--- config.mk ---
export PLATFORM = sky130hd
export DESIGN_NAME = imem_arbiter_flat
export DESIGN_NICKNAME = d
export VERILOG_FILES = /design/src/rtl/imem_pkg.sv /design/src/rtl/imem_arbiter_if.sv /design/src/rtl/imem_arb_wait_ctr.sv /design/src/rtl/imem_arbiter.sv /design/src/flat_wrapper.sv
export SDC_FILE = /design/constraint.sdc
export NUM_CORES = 1
export LEC_CHECK = 0
export ABC_CLOCK_PERIOD_IN_PS = 1700
export CAP_MARGIN = 20
export CORE_AREA = 2 2 82 84
export DETAILED_ROUTE_END_ITERATION = 7
export DIE_AREA = 0 0 84 86
export PLACE_DENSITY = 0.79
export SLEW_MARGIN = 20
export SYNTH_ARGS = -nofsm -noshare
export SYNTH_HDL_FRONTEND = slang
export SYNTH_SLANG_ARGS = --single-unit
--- constraint.sdc ---
create_clock -name clk -period 1.7 [get_ports clk]
set_clock_uncertainty 0.2 [all_clocks]
set_input_delay 0.34 -clock clk [delete_from_list [all_inputs] [get_ports clk]]
set_output_delay 0.34 -clock clk [all_outputs]
set_load 0.02 [all_outputs]
--- src/rtl/imem_pkg.sv ---
// imem_pkg: shared types, word width and address helper for the instruction memory arbiter
package imem_pkg;
  typedef enum logic [1:0] {IDLE, FETCH, LOAD} arb_state_e;
  localparam int WORD_W = 32;
  function automatic logic [63:0] word_idx(input logic [63:0] addr);
    return addr >> 2;
  endfunction
endpackage

--- src/rtl/imem_arbiter_if.sv ---
// imem_arbiter_if: fetch, loader and RAM signals seen by the arbiter (slave) and its environment (master)
interface imem_arbiter_if #(parameter int ADDR_W = 32, parameter int AW = 7);
  import imem_pkg::*;
  logic fetch_req;
  logic [ADDR_W-1:0] fetch_addr;
  logic fetch_gnt;
  logic fetch_rvalid;
  logic [WORD_W-1:0] fetch_rdata;
  logic fetch_err;
  logic ld_req;
  logic [ADDR_W-1:0] ld_addr;
  logic [WORD_W-1:0] ld_wdata;
  logic ld_gnt;
  logic mem_en;
  logic mem_we;
  logic [AW-1:0] mem_addr;
  logic [WORD_W-1:0] mem_wdata;
  logic [WORD_W-1:0] mem_rdata;
  modport slave (
    input fetch_req, fetch_addr, ld_req, ld_addr, ld_wdata, mem_rdata,
    output fetch_gnt, fetch_rvalid, fetch_rdata, fetch_err, ld_gnt, mem_en, mem_we, mem_addr, mem_wdata
  );
  modport master (
    output fetch_req, fetch_addr, ld_req, ld_addr, ld_wdata, mem_rdata,
    input fetch_gnt, fetch_rvalid, fetch_rdata, fetch_err, ld_gnt, mem_en, mem_we, mem_addr, mem_wdata
  );
endinterface

--- src/rtl/imem_arb_wait_ctr.sv ---
// imem_arb_wait_ctr: counts loader wins while fetch waits, saturating at MAX_WAIT
module imem_arb_wait_ctr #(
  parameter int MAX_WAIT = 8
) (
  input  logic clk,
  input  logic rst_n,
  input  logic inc,
  input  logic clr,
  output logic full
);
  localparam int W = $clog2(MAX_WAIT + 1);
  logic [W-1:0] cnt;
  // Clear wins over increment; never counts past MAX_WAIT
  always_ff @(posedge clk or negedge rst_n)
    if (!rst_n) cnt <= '0;
    else if (clr) cnt <= '0;
    else if (inc && cnt != W'(MAX_WAIT)) cnt <= cnt + W'(1);
  assign full = cnt == W'(MAX_WAIT);
endmodule

--- src/rtl/imem_arbiter.sv ---
// imem_arbiter: loader-priority arbiter for the instruction RAM with fetch starvation guard; IMEM_ARB_PERF_EN adds perf counters
module imem_arbiter
  import imem_pkg::*;
#(
  parameter int ADDR_W   = 32,
  parameter int DEPTH    = 128,
  parameter int MAX_WAIT = 8
) (
  input  logic clk,
  input  logic rst_n,
  imem_arbiter_if.slave bus,
  output arb_state_e arb_state
`ifdef IMEM_ARB_PERF_EN
  ,
  output logic [31:0] perf_fetch_cnt,
  output logic [31:0] perf_stall_cnt
`endif
);
  localparam int AW = $clog2(DEPTH);
  logic fetch_bad, ld_bad, wait_full, fetch_win, f_gnt, l_gnt, rvalid_q, err_q;
  arb_state_e state_n;
  assign fetch_bad = |bus.fetch_addr[1:0] || word_idx(64'(bus.fetch_addr)) >= 64'(DEPTH);
  assign ld_bad = |bus.ld_addr[1:0] || word_idx(64'(bus.ld_addr)) >= 64'(DEPTH);
  assign fetch_win = bus.fetch_req && (!bus.ld_req || wait_full);
  // Grants and RAM steering follow the requests combinationally, forced to 0 while in reset
  always_comb begin
    f_gnt = rst_n && fetch_win;
    l_gnt = rst_n && bus.ld_req && !fetch_win;
    bus.fetch_gnt = f_gnt;
    bus.ld_gnt = l_gnt;
    bus.mem_we = l_gnt && !ld_bad;
    bus.mem_en = (l_gnt && !ld_bad) || (f_gnt && !fetch_bad);
    bus.mem_addr = f_gnt ? AW'(word_idx(64'(bus.fetch_addr))) : l_gnt ? AW'(word_idx(64'(bus.ld_addr))) : '0;
    bus.mem_wdata = l_gnt ? bus.ld_wdata : '0;
    state_n = f_gnt ? FETCH : l_gnt ? LOAD : IDLE;
  end
  // Status register and the one-cycle read-response pipeline
  always_ff @(posedge clk or negedge rst_n)
    if (!rst_n) begin
      arb_state <= IDLE;
      rvalid_q <= 1'b0;
      err_q <= 1'b0;
    end else begin
      arb_state <= state_n;
      rvalid_q <= f_gnt;
      err_q <= f_gnt && fetch_bad;
    end
  assign bus.fetch_rvalid = rvalid_q;
  assign bus.fetch_err = err_q;
  assign bus.fetch_rdata = (rvalid_q && !err_q) ? bus.mem_rdata : '0;
  imem_arb_wait_ctr #(.MAX_WAIT(MAX_WAIT)) u_wait (
    .clk(clk),
    .rst_n(rst_n),
    .inc(l_gnt && bus.fetch_req),
    .clr(f_gnt || !bus.fetch_req),
    .full(wait_full)
  );
`ifdef IMEM_ARB_PERF_EN
  // Saturating counts of fetch grants and of cycles a fetch waits
  always_ff @(posedge clk or negedge rst_n)
    if (!rst_n) begin
      perf_fetch_cnt <= '0;
      perf_stall_cnt <= '0;
    end else begin
      if (f_gnt && ~&perf_fetch_cnt) perf_fetch_cnt <= perf_fetch_cnt + 32'd1;
      if (bus.fetch_req && !f_gnt && ~&perf_stall_cnt) perf_stall_cnt <= perf_stall_cnt + 32'd1;
    end
`endif
endmodule

--- src/flat_wrapper.sv ---
// flat-port wrapper written by rule: the top's interface ports become plain ports
module imem_arbiter_flat import imem_pkg::*;
#(
  parameter int ADDR_W   = 32,
  parameter int DEPTH    = 128,
  parameter int MAX_WAIT = 8
)
  (clk, rst_n, arb_state, bus_fetch_req, bus_fetch_addr, bus_ld_req, bus_ld_addr, bus_ld_wdata, bus_mem_rdata, bus_fetch_gnt, bus_fetch_rvalid, bus_fetch_rdata, bus_fetch_err, bus_ld_gnt, bus_mem_en, bus_mem_we, bus_mem_addr, bus_mem_wdata);
  imem_arbiter_if #(.ADDR_W(ADDR_W), .AW(7)) bus_i ();
  input  logic clk;
  input  logic rst_n;
  output arb_state_e arb_state;
  input wire logic [$bits(bus_i.fetch_req)-1:0] bus_fetch_req;
  input wire logic [$bits(bus_i.fetch_addr)-1:0] bus_fetch_addr;
  input wire logic [$bits(bus_i.ld_req)-1:0] bus_ld_req;
  input wire logic [$bits(bus_i.ld_addr)-1:0] bus_ld_addr;
  input wire logic [$bits(bus_i.ld_wdata)-1:0] bus_ld_wdata;
  input wire logic [$bits(bus_i.mem_rdata)-1:0] bus_mem_rdata;
  output wire logic [$bits(bus_i.fetch_gnt)-1:0] bus_fetch_gnt;
  output wire logic [$bits(bus_i.fetch_rvalid)-1:0] bus_fetch_rvalid;
  output wire logic [$bits(bus_i.fetch_rdata)-1:0] bus_fetch_rdata;
  output wire logic [$bits(bus_i.fetch_err)-1:0] bus_fetch_err;
  output wire logic [$bits(bus_i.ld_gnt)-1:0] bus_ld_gnt;
  output wire logic [$bits(bus_i.mem_en)-1:0] bus_mem_en;
  output wire logic [$bits(bus_i.mem_we)-1:0] bus_mem_we;
  output wire logic [$bits(bus_i.mem_addr)-1:0] bus_mem_addr;
  output wire logic [$bits(bus_i.mem_wdata)-1:0] bus_mem_wdata;
  assign bus_i.fetch_req = bus_fetch_req;
  assign bus_i.fetch_addr = bus_fetch_addr;
  assign bus_i.ld_req = bus_ld_req;
  assign bus_i.ld_addr = bus_ld_addr;
  assign bus_i.ld_wdata = bus_ld_wdata;
  assign bus_i.mem_rdata = bus_mem_rdata;
  assign bus_fetch_gnt = bus_i.fetch_gnt;
  assign bus_fetch_rvalid = bus_i.fetch_rvalid;
  assign bus_fetch_rdata = bus_i.fetch_rdata;
  assign bus_fetch_err = bus_i.fetch_err;
  assign bus_ld_gnt = bus_i.ld_gnt;
  assign bus_mem_en = bus_i.mem_en;
  assign bus_mem_we = bus_i.mem_we;
  assign bus_mem_addr = bus_i.mem_addr;
  assign bus_mem_wdata = bus_i.mem_wdata;
  imem_arbiter #(.ADDR_W(ADDR_W), .DEPTH(DEPTH), .MAX_WAIT(MAX_WAIT)) u_core (.clk(clk), .rst_n(rst_n), .bus(bus_i), .arb_state(arb_state));
endmodule
==> results.sh <==
export IMPL_status="complete, but fails checks"
export IMPL_violations="setup timing"
export IMPL_layout_setup_ws_ns=-0.5936
export IMPL_slowest_stage="dfrtp_1"
export IMPL_end_kind="primary output"
export IMPL_holdBufCountCts=0
export IMPL_synth_area_leaders="and2_1, dfrtp_1, a22o_1"
export IMPL_finalCritPeriodShare=1.349
export IMPL_grt_pass1_wl_mm=11.01
export IMPL_r2r_start="u_core.u_wait.cnt[1]$_DFFE_PN0P_"
export IMPL_cts_root_buf="clkbuf_8"
export IMPL_routedWlPerCell_um=16.34
export IMPL_final_cell_area_um2=3978
export IMPL_routed_via_count=2087
export IMPL_synthesis_area_um2=983.4
export IMPL_num_rows=29
export IMPL_rr_endpoint="u_core.u_wait.cnt[0]$_DFFE_PN0P_"
export IMPL_cts_max_path_buffers=2
export IMPL_setup_tns_final_ns=-28.00
export IMPL_synth_fp_nets=272
export IMPL_worstHoldPathType="input port to asynchronous set/reset pin"
export IMPL_setup_violations_final=74
export IMPL_die_height_um=86
export IMPL_clk_latency_ns=0.23
export IMPL_dieArea_um2=7224
export IMPL_cap_violations=0
export IMPL_post_route_min_period_ns=2.294
export IMPL_htree_levels=1
export IMPL_cp_startpoint="u_core.u_wait.cnt[1]$_DFFE_PN0P_"
export IMPL_grtUsageTotal=0.1897
export IMPL_vias_per_cell=4.422
export IMPL_antenna_found_initial=0
export IMPL_finalHoldWorstSlack_ns=0.1046
export IMPL_worst_pin_slew_ns=0.3258
export IMPL_grt_max_degree=20
export IMPL_drc=0
export IMPL_critPathLaunchType="flop"
export IMPL_nNetsFinal=530
export IMPL_dp_hpwl_mm=5.391
export IMPL_synth_distinct_cells=28
export IMPL_max_clock_freq_mhz=436.0
export IMPL_overflow=0
export IMPL_post_route_util=0.6336
export IMPL_power_leakage_nw=1.934
export IMPL_worstPathCellList="inv_2 > ha_4 > nand2_4 > o311a_4 > buf_6 > a22o_4 > buf_6"
export IMPL_area_growth_pct=304.5
export IMPL_synth_yosys_seq_area_share=0.1781
export IMPL_coreArea_um2=6277
export IMPL_diodes=0
export IMPL_synth_warnings=0
export IMPL_crit_end="bus_mem_addr[3]"
export IMPL_syn_avg_cell_area_um2=7.126
export IMPL_worstSetupPathType="flop to primary output"
export IMPL_drt_first_pass_iters=4
export IMPL_rsz0062_at_grt="yes"
export IMPL_required_ns=1.16
export IMPL_synth_area_leader_cell="and2_1"
export IMPL_crit_path_frequent_cell="buf_6"
export IMPL_postRouteAntennaNets=0
export IMPL_cts_tree="yes"
export IMPL_async_reset_ff_frac=1.000
export IMPL_ff2ff_path_depth=8
export IMPL_fin_cells=472
export IMPL_synth_seq_cells=7
export IMPL_grt_pass1_vias=2251
export IMPL_ir_worst_vdd_uv=192.9
export IMPL_drtIter0Drc=30
export IMPL_place_congestion=0.7965
export IMPL_ios=211
export IMPL_final_max_slew_viol_count=0
export IMPL_synth_edf_count=0
export IMPL_reg2reg_slack_ns=-0.06
export IMPL_die_w_um=84
export IMPL_arrival_ns=1.75
export IMPL_slowest_delay_ns=0.39
export IMPL_synth_top_cell_area_share=0.4071
export IMPL_path_max_fanout=5
export IMPL_seqCellArea_um2=175.2
export IMPL_preCtsSetupSlack_ns=-1.138
export IMPL_hold_violations=0
export IMPL_cts_clk_slew_worst_paths_ns=0.05
export IMPL_drive_above_1_share=0.5114
export IMPL_design_power_total_mw=1.200
export IMPL_cts_inserted_buffers=3
export IMPL_fillers=523
export IMPL_power_density_nw_per_um2=301.8
export IMPL_netlist_instances=138
export IMPL_clock_sinks=7
export IMPL_start_util=0.1567
export IMPL_placed_cells=436
export IMPL_place_area_um2=3387
export IMPL_wirelength_mm=7.713
export IMPL_synth_ff_type="dfrtp_1"
export IMPL_multi_input_area_um2=1025
export IMPL_io_buffers=210
export IMPL_max_slew_margin=0.7824
==> cell usage in the layout, fill, tap and decap left out, drive strengths merged, types with 2 or more instances in the layout <==
cell type        n
a22o             7
buf            125
clkbuf           4
and2            64
o311a            3
nor4             8
inv              4
dlygate4sd2      9
clkdlybuf4s50  113
dlymetal6s2s    11
nand2            4
and4             2
or4              2
o21ai            2
dfrtp            7
a21oi            2
o21a             2
ha               2
nor2             7
nand3            4
nor3             4
==> cells in the mapped netlist, drive strengths merged (2+ instances only) <==
| cell type | instances |
|---|---|
| nand2 | 4 |
| nor4 | 8 |
| buf | 3 |
| or4 | 2 |
| and4 | 2 |
| o21ai | 2 |
| ha | 2 |
| inv | 4 |
| nand3 | 4 |
| a22o | 7 |
| and2 | 64 |
| a21oi | 2 |
| o21a | 2 |
| dfrtp | 7 |
| nor3 | 4 |
| o311a | 2 |
| clkbuf | 6 |
| nor2 | 6 |
==> worst min path at each step <==
stage / start / end / slack (ns) / cells past startpoint
2_1_floorplan: rst_n / u_core.arb_state[0]$_DFF_PN0_ / -0.16 / 0
3_3_place_gp: u_core.u_wait.cnt[3]$_DFFE_PN0P_ / u_core.arb_state[1]$_DFF_PN0_ / 0.44 / 2
3_5_place_dp: u_core.u_wait.cnt[3]$_DFFE_PN0P_ / u_core.arb_state[1]$_DFF_PN0_ / 0.44 / 2
4_1_cts: rst_n / u_core.arb_state[1]$_DFF_PN0_ / 0.40 / 2
5_1_grt: rst_n / u_core.arb_state[1]$_DFF_PN0_ / 0.12 / 2
6_report: rst_n / u_core.arb_state[1]$_DFF_PN0_ / 0.10 / 2
==> kinds of logic (layout without fill, tap and decap cells) <==
logic type	after synthesis	after routing	share of synthesized area
and+or+nand+nor	99	100	0.6069
buffers and inverters	13	268	0.05598
AOI/OAI and AO/OA	17	18	0.1336
DFF	7	7	0.1781
adders and majority gates	2	2	0.02544
==> cell type report <==
type / count / share of cell area
clock buffers: 3 / 0.01038
clock inverters: 1 / 0.001258
inverters: 4 / 0.003775
multi-input cells: 120 / 0.2576
flip-flops and latches: 7 / 0.04404
well taps: 77 / 0.02422
repair buffers: 260 / 0.6587
==> critical path, delay by kind of cell, from the launching register on <==
kind	cells	cell delay [ns]
fa+ha+maj	1	0.14
compound gates	2	0.58
simple gates	1	0.06
flops	1	0.39
buf+inv	3	0.35
==> registers in the layout, indices dropped and copies added, names as in the netlist <==
register              cells
u_core.u_wait.cnt         4
u_core.arb_state          2
u_core.bus.fetch_err      1
==> where the power goes <==
part | internal [mW] | switching [mW] | leakage [nW]
clock network | 0.160 | 0.0824 | 0.0255
registers | 0.172 | 0.00290 | 0.0950
logic | 0.512 | 0.271 | 1.81
==> routing by layer <==
layer,vias up,wire [um],GRT usage
met4,0,136,0.05865
met1,944,2493,0.1720
met5,-,0,0
met2,140,4334,0.3927
li1,991,-,-
met3,12,748,0.06256
==> repair_timing <==
action,4_1_cts,5_1_grt
cloned,3,3
buffers inserted,19,9
gates resized for setup,456,85
pin swaps,12,59
endpoints found under the hold margin,0,0
setup endpoints to repair,79,80
Power figures use the tool's default switching activity.
